[src/rtl/trisc_pkg.sv]
// trisc_pkg: opcodes, sequencer states and instruction field layout shared by TRISC blocks.
package trisc_pkg;
    localparam int OPC_MSB = 7;
    localparam int OPC_LSB = 4;
    localparam int OPR_MSB = 3;
    localparam int OPR_LSB = 0;
    localparam logic [3:0] OP_NOP  = 4'h0;
    localparam logic [3:0] OP_CLR  = 4'h1;
    localparam logic [3:0] OP_LDA  = 4'h2;
    localparam logic [3:0] OP_LDB  = 4'h3;
    localparam logic [3:0] OP_INC  = 4'h4;
    localparam logic [3:0] OP_JMP  = 4'h5;
    localparam logic [3:0] OP_JZ   = 4'h6;
    localparam logic [3:0] OP_OUT  = 4'h7;
    localparam logic [3:0] OP_HALT = 4'hF;
    typedef enum logic [1:0] {S_IDLE, S_FETCH, S_EXEC, S_HALT} state_t;
    function automatic logic [3:0] opcode(input logic [7:0] ins);
        return ins[OPC_MSB:OPC_LSB];
    endfunction
    function automatic logic [3:0] operand(input logic [7:0] ins);
        return ins[OPR_MSB:OPR_LSB];
    endfunction
endpackage

[src/rtl/trisc_opdec.sv]
// trisc_opdec: combinational decode of the instruction register into accumulator and flow controls.
module trisc_opdec
    import trisc_pkg::*;
#(
    parameter int DW = 4
) (
    input  logic [7:0]    i_ir,
    output logic          o_clear,
    output logic          o_load,
    output logic          o_inc,
    output logic          o_ab,
    output logic [DW-1:0] o_imm,
    output logic          o_jmp,
    output logic          o_jz,
    output logic          o_out,
    output logic          o_halt
);
    logic [3:0] w_op;
    assign w_op    = opcode(i_ir);
    assign o_clear = w_op == OP_CLR;
    assign o_load  = (w_op == OP_LDA) || (w_op == OP_LDB);
    assign o_inc   = w_op == OP_INC;
    assign o_ab    = w_op == OP_LDB;
    assign o_imm   = (w_op == OP_LDA) ? DW'(operand(i_ir)) : '0;
    assign o_jmp   = w_op == OP_JMP;
    assign o_jz    = w_op == OP_JZ;
    assign o_out   = w_op == OP_OUT;
    assign o_halt  = w_op == OP_HALT;
endmodule

[src/rtl/trisc_seq.sv]
// trisc_seq: TRISC fetch/execute sequencer driving accumulator strobes and a valid/ready output port.
module trisc_seq
    import trisc_pkg::*;
#(
    parameter int PW = 4,
    parameter int DW = 4
) (
    input  logic          clk,
    input  logic          reset,
    input  logic          start,
    output logic [PW-1:0] pc,
    input  logic [7:0]    instr,
    output logic          acc_clear,
    output logic          acc_load,
    output logic          acc_inc,
    output logic          acc_ab,
    output logic [DW-1:0] imm,
    input  logic [DW-1:0] acc_q,
    output logic [DW-1:0] out_data,
    output logic          out_valid,
    input  logic          out_ready,
    output logic          halted
);
    state_t        r_state;
    logic [PW-1:0] r_pc;
    logic [7:0]    r_ir;
    logic [DW-1:0] r_out_data;
    logic          w_exec, w_clear, w_load, w_inc, w_ab, w_jmp, w_jz, w_out, w_halt, w_jump;
    logic [DW-1:0] w_imm;

    trisc_opdec #(.DW(DW)) u_dec (
        .i_ir    (r_ir),
        .o_clear (w_clear),
        .o_load  (w_load),
        .o_inc   (w_inc),
        .o_ab    (w_ab),
        .o_imm   (w_imm),
        .o_jmp   (w_jmp),
        .o_jz    (w_jz),
        .o_out   (w_out),
        .o_halt  (w_halt)
    );

    // Outputs depend only on state and IR, so async reset clears them at once.
    assign w_exec    = r_state == S_EXEC;
    assign w_jump    = w_jmp || (w_jz && acc_q == '0);
    assign acc_clear = w_exec && w_clear;
    assign acc_load  = w_exec && w_load;
    assign acc_inc   = w_exec && w_inc;
    assign acc_ab    = w_exec && w_ab;
    assign imm       = w_exec ? w_imm : '0;
    assign out_valid = w_exec && w_out;
    assign out_data  = r_out_data;
    assign halted    = r_state == S_HALT;
    assign pc        = r_pc;

    always_ff @(posedge clk or posedge reset) begin
        if (reset) begin
            r_state    <= S_IDLE;
            r_pc       <= '0;
            r_ir       <= '0;
            r_out_data <= '0;
        end else begin
            case (r_state)
                S_IDLE, S_HALT: begin
                    if (start) begin
                        r_state <= S_FETCH;
                        r_pc    <= '0;
                    end
                end
                S_FETCH: begin
                    r_ir    <= instr;
                    r_pc    <= r_pc + 1'b1;
                    r_state <= S_EXEC;
                    if (opcode(instr) == OP_OUT) r_out_data <= acc_q;
                end
                S_EXEC: begin
                    if (w_jump) r_pc <= PW'(operand(r_ir));
                    if (w_halt) r_state <= S_HALT;
                    else if (!w_out || out_ready) r_state <= S_FETCH;
                end
                default: r_state <= S_IDLE;
            endcase
        end
    end
endmodule

[config.mk]
export PLATFORM = sky130hd
export DESIGN_NAME = trisc_seq
export DESIGN_NICKNAME = d
export VERILOG_FILES = /design/src/rtl/trisc_pkg.sv /design/src/rtl/trisc_opdec.sv /design/src/rtl/trisc_seq.sv
export SDC_FILE = /design/constraint.sdc
export NUM_CORES = 1
export LEC_CHECK = 0
export BUFFER_PORTS_ARGS = -buffer_cell sky130_fd_sc_hd__buf_2
export CAP_MARGIN = 15
export CORE_ASPECT_RATIO = 1.2
export CORE_MARGIN = 5
export CORE_UTILIZATION = 24
export DETAILED_ROUTE_END_ITERATION = 16
export SYNTH_ARGS = -nofsm -noshare
export SYNTH_HDL_FRONTEND = slang
export SYNTH_SLANG_ARGS = --single-unit
[constraint.sdc]
create_clock -name clk -period 1.9 [get_ports clk]
set_input_delay 0.38 -clock clk [delete_from_list [all_inputs] [get_ports clk]]
set_output_delay 0.38 -clock clk [all_outputs]
set_load 0.005 [all_outputs]
* After elaboration in Yosys (flattened, before gate mapping)
Cells that the tools add are included.
Word-level totals: register bits after elaboration 18
Cells by class: mux-type cells 9, equal/unequal tests 15, add/sub/neg operators 1, reduce and logical (&&, ||, !) cells 16
Operators by type and width (number):
- 4-bit by 3-bit equality test with 1-bit output, second input constant | 5
- 4-bit two-way mux | 4
- 4-bit one-hot mux with 3 select lines | 1
- 4-bit by 2-bit equality test with 1-bit output, second input constant | 2
- 1-bit logical AND | 6
- 2-bit two-way mux | 3
- 2-bit one-hot mux with 3 select lines | 1
- 2-bit AND reduction | 3
- 4-bit by 1-bit adder with 4-bit output, second input constant | 1
- 2-bit equality test, second input constant | 2
- 4-bit by 1-bit equality test with 1-bit output, second input constant | 1
- 4-bit equality test, second input constant | 1
- 4-bit zero test | 1
- 1-bit logical OR | 3
- 3-bit by 1-bit inequality test with 1-bit output, second input constant | 1
- 2-bit by 1-bit equality test with 1-bit output, second input constant | 1
- 2-bit zero test | 1
- 2-bit by 1-bit inequality test with 1-bit output, second input constant | 1
- 2-bit inequality test, second input constant | 1
- 2-bit OR reduction | 1
- 1-bit zero test | 1

* Longest topological paths before layout
Gate-level depths: netlist of the first run.
depth after elaboration 6, depth in mapped cells 7

* By module
From an unflattened synthesis of the first run, not the netlist that was laid out.
Unflattened totals: cell total of the unflattened synthesis 94, area, all modules 1028.5 um^2
Modules (own cells, without submodules):
- trisc_seq | instances 1, cells an instance 77, sequential area each 450.4 um^2, area an instance 927.1 um^2
- trisc_opdec | instances 1, cells an instance 17, sequential area each 0.0 um^2, area an instance 101.3 um^2

* Worst setup path before layout of the first run
Ideal clock, no wire load.
kind register to output, start register r_state[0], end output port imm[0], path buffers 0, arrival time 1502 ps, stages on the path, launching flop included 7, setup slack 18 ps, path through dfrtp_1 > inv_1 > ha_1 > nand2b_1 > nor3b_2 > nor2b_1 > and2_1
On the way: longest elaborated chain between the ends 2
Ends and longest elaborated chain:
- start, declared | line trisc_seq.sv:24 | state_t r_state;
- start signal, assigned | line trisc_seq.sv:59 | r_state <= S_IDLE;
- start signal, assigned | line trisc_seq.sv:67 | r_state <= S_FETCH;
- start signal, assigned | line trisc_seq.sv:74 | r_state <= S_EXEC;
- 2-bit equality test | line trisc_seq.sv:45 | assign w_exec = r_state == S_EXEC;
- 4-bit two-way mux | line trisc_seq.sv:51 | assign imm = w_exec ? w_imm : '0;
- end, declared | line trisc_seq.sv:17 | output logic [DW-1:0] imm,
Every way passes these cells.

* Final worst setup path of the first run
start register r_state[0], end output port imm[2]
Same word-level chain as after synthesis.

==> impl_metrics.ini, run 1 <==
[outcome]
status = finished with violations
violations = setup timing

[floorplanning]
rows = 25
die-area_um2 = 5480
die_height_um = 80.1
die_w_um = 68.4
io_pins = 34
start_util_pct = 24.9
coreArea_um2 = 3940

[setup_path]
cp-end-kind = primary output
path_class = flip-flop to primary output
start_kind = flip-flop
crit_required_ps = 1520
regToRegSetupSlack_ps = 280
reg2reg_depth = 6
worstPathArrival_ps = 1610
timing.rr.start = r_state[0]
reg2reg_to = out_data[2]
crit_fanout = 4

[timing]
setup_ws_ps = -91.7
relSlewSlack_pct = 54.2
finalSetupViolations = 6
holdWs_ps = 221
slew_viol_final = 0
grt_setup_unrepaired = true
fin_crit_sh_pct = 105
fmax_mhz = 502
min_period_ps = 1990
hold_viol = 0
fin_setup_tns_ps = -364
tightestPinTransition_ps = 686
finalClockSkew_ps = 4.11

[detailed_routing]
wirelength_mm = 2.41
dr.first_iter.drc_count = 16
wl_per_cell_um = 13.3
drt-vias-per-instance = 4.41
postRouteAntennaNets = 0
drc = 0
first_pass_iters = 3
via_count = 799

[cts]
cts_htree_levels = 1
holdBufCountCts = 0
ctsRootBufferMaster = clkbuf_8
cts.sinks = 18
worst_skew_pair.late_latency_ps = 250
clk_path_buf_depth = 2
path_clk_slew_ps = 70
tritoncts = yes
cts_buffers = 3

[yosys]
ys_ff_latch = 18
synth_cell_types = 27
syn-num-nets = 106
yosysTopAreaCellShare_pct = 45.9
ys.flop_type = dfrtp_1
synth_edf_count = 0
async_flop_share_pct = 100
avgSynthCellArea_um2 = 11.6
ys_warn_count = 0
yosys.area.top_type = dfrtp_1
synthTopCellsByArea = dfrtp_1, mux2_2, ha_1
syn_inst = 85
seq_area_frac_synth_pct = 45.9
syn-cell-area_um2 = 982

[grt]
first_global_vias = 941
grt_pass1_wl_mm = 4.10
grt.overflow.total = 0
grt_max_degree = 19
antenna_found_initial = 0
track_usage_pct = 9.55

[cells_and_area]
drive_above_1_share_pct = 52.8
syn_to_final_growth_pct = 39.0
postLayoutCellArea_um2 = 1370
fin_nets = 149
diodes = 0
finalNonFillerCells = 181

[flow_run]
maxCapViolCount = 0

[placed_design]
post-place-cells = 175
place_area_um2 = 1240
pre_cts_ws_ps = 128
place_hpwl_mm = 1.97
io_buffers = 33
place_congestion = 0.782

[min_path]
hp-class = input port to async pin

[power]
total_leakage_power_nw = 0.671
vdd_ir_drop_max_v = 0.000596
powerDensity_nw_per_um2 = 1430
==> flip-flops by register name, summed over array words and instances (netlist names) <==
register,flops
r_ir,8
r_state,2
pc,4
out_data,4
==> critical path, stage by stage (launching register included) <==
cell and delay (ps):
dfrtp_1 380, inv_1 60, ha_2 200, nand2b_4 70, nor3b_4 210, nor2b_4 200
and2_4 160, buf_6 80
==> per-stage QoR <==
stage	utilization [%]	power (W)
after floorplan	-	0.00128
after global placement	31.6	0.00156
after detailed placement	31.6	0.00160
after CTS	33.2	0.00192
after global routing	34.6	0.00213
final	34.6	0.00196
==> how the worst max path moves through the flow <==
stage                     from  slack (ps)     end
floorplan           r_state[0]          20  imm[0]
global placement    r_state[0]         160  imm[0]
detailed placement  r_state[0]         130  imm[2]
CTS                 r_state[0]        -110  imm[2]
global route        r_state[0]        -190  imm[1]
finish              r_state[0]         -90  imm[2]
==> routing by layer <==
layer,global-route usage (%),up-vias,share of wire (%)
li1,-,390,-
met1,10.1,386,38
met2,18.0,21,55
met3,2.52,2,7.0
met4,2.39,0,0.29
met5,0,-,0
==> layout make-up <==
cell class,count,area (um^2)
clock buffer,4,55.1
fill,429,2580
inverter,4,15.0
multi-input combinational,61,541
sequential,18,450
tap,54,67.6
timing repair buffer,40,236
==> cells in the mapped netlist (all sizes together) (2+ instances only) <==
cell / count
a22oi: 3
and2: 5
clkbuf: 2
dfrtp: 18
ha: 5
inv: 4
mux2: 12
nand2: 6
nand2b: 3
nand3: 3
nor2: 5
nor4b: 2
o21ai: 2
o2bb2ai: 4
==> where the power goes <==
group	switching [W]	internal [W]	total [W]
clock	0.000126	0.000184	0.000310
combinational	0.000402	0.000491	0.000893
sequential	0.000186	0.000567	0.000754
==> cell families (layout without fill, tap and decap cells) <==
| group | count (synthesis) | in the layout | share of synthesized area [%] |
|---|---|---|---|
| multiplexers | 12 | 12 | 13.8 |
| AND/OR/NAND/NOR | 30 | 30 | 19.6 |
| AO/OA/AOI/OAI | 13 | 13 | 11.2 |
| flip-flops | 18 | 18 | 45.9 |
| adder cells (fa/ha/maj) | 5 | 5 | 6.37 |
| buffers and inverters | 6 | 48 | 2.29 |
| XOR/XNOR | 1 | 1 | 0.892 |
==> placed cells by master, fill, tap and decap left out, drive strengths merged <==
master / synthesis / final
a21oi: 1 / 1
a22oi: 3 / 3
and2: 5 / 5
buf: 0 / 40
clkbuf: 2 / 4
dfrtp: 18 / 18
ha: 5 / 5
inv: 4 / 4
mux2: 12 / 12
nand2: 6 / 6
nand2b: 3 / 3
nand3: 3 / 3
nand4: 1 / 1
nand4bb: 1 / 1
nor2: 5 / 5
nor2b: 1 / 1
nor3b: 1 / 1
nor4b: 2 / 2
o211ai: 1 / 1
o21ai: 2 / 2
o2bb2ai: 4 / 4
o31ai: 1 / 1
o32ai: 1 / 1
or4: 1 / 1
or4bb: 1 / 1
xnor2: 1 / 1
==> repair_timing <==
action | in CTS | in global routing
endpoints found under the hold margin | 0 | 0
pin swaps | 0 | 5
setup endpoints to repair | 5 | 8
resized for setup | 2 | 9
buffers inserted | 0 | 2
(Power assumes the default switching activity.)
==> run 2: changes to the inputs <==
--- a/config.mk
+++ b/config.mk
@@ -11,6 +11,7 @@
 export CORE_MARGIN = 5
 export CORE_UTILIZATION = 24
 export DETAILED_ROUTE_END_ITERATION = 16
+export SETUP_SLACK_MARGIN = 0.3
 export SYNTH_ARGS = -nofsm -noshare
 export SYNTH_HDL_FRONTEND = slang
 export SYNTH_SLANG_ARGS = --single-unit
==> run 2 against run 1 <==
Die area did not move. Critical endpoint is now imm[0]. The run still ends with setup timing left. Wire length rose by 0.83%. Cell count rose by 0.55%. Maximum frequency rose by 4.5%. Register-to-register slack got worse by 80 ps. Worst hold slack improved by 6.4 ps. Clock-buffer cell count did not move. Cell area rose by 7.5%. Setup slack improved by 86 ps. Global-route usage rose by 0.32 points. Combinational power rose by 20%. Via count rose by 1.8%. Highest routed layer unchanged.
==> impl_metrics.ini, run 2 (synthesis gave the netlist of run 1 again) <==
[outcome]
status = finished with violations
violations = setup timing

[setup_path]
reg2reg_to = pc[1]
crit_required_ps = 1520
worstPathArrival_ps = 1530
crit_fanout = 4
path_class = flip-flop to primary output
cp-end-kind = primary output
reg2reg_depth = 6
timing.rr.start = r_ir[7]
worstSetupEndpoint = imm[0]
slowest_delay_ps = 390
cp_slowest_cell = dfrtp_1
regToRegSetupSlack_ps = 200
worstSetupStartpoint = r_state[0]
start_kind = flip-flop
crit_chain = inv_2, ha_4, nand2b_4, nor3b_4, nor2b_4, and2_1, buf_2

[cells_and_area]
drive_above_1_share_pct = 62.5
mostFrequentLayoutCells = buf_2, dfrtp_1, mux2_2
top_register = r_ir
finalNonFillerCells = 182
largest_reg_flops = 8
diodes = 0
syn_to_final_growth_pct = 49.4
layout_commonest_cell = buf_2
post-route-util_pct = 37.2
fin_nets = 150

[min_path]
hp-class = input port to async pin

[power]
total_leakage_power_nw = 0.675
internal_power_w = 0.00135
powerDensity_nw_per_um2 = 1460
swShare_pct = 36.8
vdd_ir_drop_max_v = 0.000723
pwr-share-seq_pct = 35.7
pwr-share-clk_pct = 14.3
p_comb_share_pct = 50.0
netSwitchingPower_w = 0.000786

[timing]
hold_viol = 0
grt_setup_unrepaired = true
slew_viol_final = 0
min_period_ps = 1910
fin_crit_sh_pct = 100
finalSetupViolations = 1
fmax_mhz = 525
tightestPinTransition_ps = 690
relSlewSlack_pct = 54.0
finalClockSkew_ps = 3.95
holdWs_ps = 227
setup_ws_ps = -6.06

[placed_design]
io_buffers = 33
post-place-cells = 173
place_hpwl_mm = 1.98
place_congestion = 0.703

[grt]
track_usage_pct = 9.87
grt_pass1_wl_mm = 4.13
first_global_vias = 898
grt_max_degree = 19
antenna_found_initial = 0
grt.overflow.total = 0

[floorplanning]
die_w_um = 68.4
die_height_um = 80.1
io_pins = 34
coreArea_um2 = 3940
rows = 25
start_util_pct = 24.9
die-area_um2 = 5480

[cts]
cts.sinks = 18
tritoncts = yes
clk_path_buf_depth = 2
worst_skew_pair.late_latency_ps = 250
cts_htree_levels = 1
path_clk_slew_ps = 70
holdBufCountCts = 0
cts_buffers = 3
ctsRootBufferMaster = clkbuf_8

[detailed_routing]
wirelength_mm = 2.43
first_pass_iters = 4
via_count = 813
drc = 0
postRouteAntennaNets = 0
wl_per_cell_um = 13.4
dr.first_iter.drc_count = 36
drt-vias-per-instance = 4.47

[flow_run]
maxCapViolCount = 0
## run 2: cell types whose count changed in the layout (fill, tap and decap cells not counted), moves of 2 or more
cell       previous run  this run
mux2_2               12         8
inv_1                 4         2
o2bb2ai_1             4         1
nor2_1                5         3
mux2_4                0         4
buf_6                 3         5
o2bb2ai_2             0         3
ha_4                  0         2
## run 2: cell type report
cell class,count,area (um^2)
fill,430,2470
inverter,4,17.5
sequential,18,452
multi-input combinational,61,622
tap,54,67.6
clock buffer,4,55.1
timing repair buffer,41,254
## run 2: power by group through the flow
stage / logic (W) / registers, W / clock network (W)
floorplan: 0.000613 / 0.000733 / 0
global placement: 0.000845 / 0.000761 / 0
detailed placement: 0.000887 / 0.000769 / 0
CTS: 0.000937 / 0.000755 / 0.000317
global route: 0.00118 / 0.000802 / 0.000337
finish: 0.00107 / 0.000763 / 0.000305
## run 2: repair_timing
item	4_1_cts	5_1_grt
endpoints found under the setup margin	17	17
gates cloned	0	0
buffers inserted	3	2
gates resized for setup	8	18
pin swaps	7	9
## run 2: worst min path at each step
| stage | start | endpoint | slack, ps | cells past startpoint |
|---|---|---|---|---|
| after global placement | out_data[3] | out_data[3] | 490 | 1 |
| after floorplan | reset | out_data[0] | 320 | 1 |
| after global routing | reset | r_ir[2] | 290 | 2 |
| after CTS | reset | out_data[0] | 250 | 2 |
| final | reset | out_data[0] | 230 | 2 |
| after detailed placement | out_data[0] | out_data[0] | 510 | 1 |
## run 2: per-layer routing
layer  share of wire (%)  GRT usage, %  routed length [um]
met1                  38          11.8                 924
met2                  55          16.8                1330
met3                 6.7          2.66                 162
met4                0.37          2.98                   9
met5                   0             0                   0
## run 2: worst max-delay path, delay by kind of cell (launching register included)
kind          cells  cell delay (ps)
fa+ha+maj         1              140
buf+inv           2              180
flops             1              390
simple gates      4              580
## run 2: through the flow
stage	cell area (um^2)	total power [W]	setup WS, ps	TNS [ps]
after floorplan	1020	0.00135	236	0
after global placement	1260	0.00161	152	0
after detailed placement	1260	0.00166	123	0
after CTS	1380	0.00201	-26.0	-86.1
after global routing	1470	0.00232	-107	-513
final	1470	0.00214	-6.06	-6.06
==> run 3: changes to the inputs <==
==> constraint.sdc (replaced) <==
create_clock -name clk -period 1.8 [get_ports clk]
set_input_delay 0.36 -clock clk [delete_from_list [all_inputs] [get_ports clk]]
set_output_delay 0.36 -clock clk [all_outputs]
set_load 0.005 [all_outputs]
==> run 3 against run 2 <==
The flow still finishes with violations (setup timing). Global-route usage is 0.48 points higher. Sequential cell count unchanged. Combinational power is 24% higher. Cell count rose by 2.7%. Core utilization rose by 2.1 points. Sequential share of layout area down 1.5 points. Critical path type unchanged. Largest cell class unchanged. Largest power group unchanged. Highest routed layer unchanged.
==> impl_metrics.ini, run 3 (synthesis gave the netlist of run 1 again) <==
[cts]
cts_buffers = 3
holdBufCountCts = 0
cts_htree_levels = 1
cts.sinks = 18
ctsRootBufferMaster = clkbuf_8
clk_path_buf_depth = 2
path_clk_slew_ps = 70
tritoncts = yes
worst_skew_pair.late_latency_ps = 250

[cells_and_area]
postLayoutCellArea_um2 = 1550
finalNonFillerCells = 187
syn_to_final_growth_pct = 57.7
largest_reg_flops = 8
nFillCells = 415
fin_nets = 155
diodes = 0
drive_above_1_share_pct = 63.9
top_register = r_ir
post-route-util_pct = 39.3
mostFrequentLayoutCells = buf_2, dfrtp_1, mux2_2
layout_commonest_cell = buf_2

[floorplanning]
start_util_pct = 24.9
die_w_um = 68.4
io_pins = 34
die_height_um = 80.1
die-area_um2 = 5480
rows = 25
coreArea_um2 = 3940

[detailed_routing]
wirelength_mm = 2.69
drc = 0
dr.first_iter.drc_count = 10
first_pass_iters = 4
wl_per_cell_um = 14.4
via_count = 837
postRouteAntennaNets = 0
drt-vias-per-instance = 4.48

[timing]
grt_setup_unrepaired = true
finalClockSkew_ps = 4.40
slew_viol_final = 0
setup_ws_ps = -99.6
fmax_mhz = 526
fin_crit_sh_pct = 106
tightestPinTransition_ps = 688
finalSetupViolations = 7
hold_viol = 0
holdWs_ps = 204
relSlewSlack_pct = 54.1
min_period_ps = 1900

[grt]
grt_max_degree = 19
track_usage_pct = 10.4
grt_pass1_wl_mm = 4.30
antenna_found_initial = 0
met2_usage_pct = 17.6
first_global_vias = 932
grt.overflow.total = 0
grt.met1_usage_pct = 12.2
grt-busiest-layer = met2
grtUsageMet3_pct = 2.66

[setup_path]
timing.rr.start = r_state[1]
path_class = flip-flop to primary output
cp-end-kind = primary output
regToRegSetupSlack_ps = 140
worstPathArrival_ps = 1540
start_kind = flip-flop
crit_fanout = 4
crit_chain = inv_2, ha_4, nand2b_4, nor3b_4, nor2b_4, and2_1, buf_2
reg2reg_to = out_data[1]
reg2reg_depth = 7
crit_required_ps = 1440
slowest_delay_ps = 390
cp_slowest_cell = dfrtp_1

[outcome]
status = finished with violations
violations = setup timing

[min_path]
hp-class = input port to async pin

[placed_design]
io_buffers = 33
place_hpwl_mm = 1.91
place_congestion = 0.712
post-place-cells = 173
place_area_um2 = 1270

[flow_run]
maxCapViolCount = 0

[power]
total_leakage_power_nw = 0.739
power_w = 0.00247
vdd_ir_drop_max_v = 0.000690
powerDensity_nw_per_um2 = 1600
run 3: changes by cell type in the layout (fill, tap and decap cells not counted), sizes merged:
cell,delta
clkbuf,+1
buf,+4
run 3: worst max path at each step:
stage,endpoint,slack (ps),start,depth (start not counted)
2_1_floorplan,imm[0],160,r_state[0],6
3_3_place_gp,imm[3],130,r_state[0],7
3_5_place_dp,imm[0],110,r_state[0],7
4_1_cts,imm[2],-100,r_state[0],7
5_1_grt,imm[3],-180,r_state[0],7
6_report,imm[3],-100,r_state[0],7
run 3: metal layers:
metal  up-vias  wire length [um]
met4         0                65
met2        27              1430
met3         6               137
li1        402                 -
met5         -                 0
met1       402              1050
run 3: final cells by class:
class | count | area [um^2] | share of cell area, %
Multi-Input combinational cell | 61 | 629 | 40.6
Sequential cell | 18 | 453 | 29.2
Timing Repair Buffer | 46 | 327 | 21.1
Tap cell | 54 | 67.6 | 4.36
Clock buffer | 4 | 55.1 | 3.55
Inverter | 4 | 17.5 | 1.13
run 3: worst max-delay path: cells and delay by family (launching register included):
| kind | cells | cell delay (ps) |
|---|---|---|
| AND/OR/NAND/NOR | 4 | 590 |
| flip-flops | 1 | 390 |
| buffers and inverters | 2 | 180 |
| adder cells (fa/ha/maj) | 1 | 140 |
run 3: per-stage QoR:
stage	setup TNS (ps)	setup slack, ps
3_3_place_gp	0	132
6_report	-487	-99.6
3_5_place_dp	0	110
4_1_cts	-564	-102
2_1_floorplan	0	156
5_1_grt	-1080	-176
run 3: repair_timing:
action | CTS | global route
pin swaps | 13 | 4
setup buffers | 6 | 3
gates cloned | 0 | 1
endpoints found under the setup margin | 17 | 21
resized for setup | 11 | 21
run 3: power by group:
group          leakage (nW)  switching, W  internal, W  total (W)
sequential            0.219      0.000208     0.000604   0.000812
clock                0.0288      0.000133     0.000194   0.000327
combinational         0.491      0.000566     0.000768    0.00133
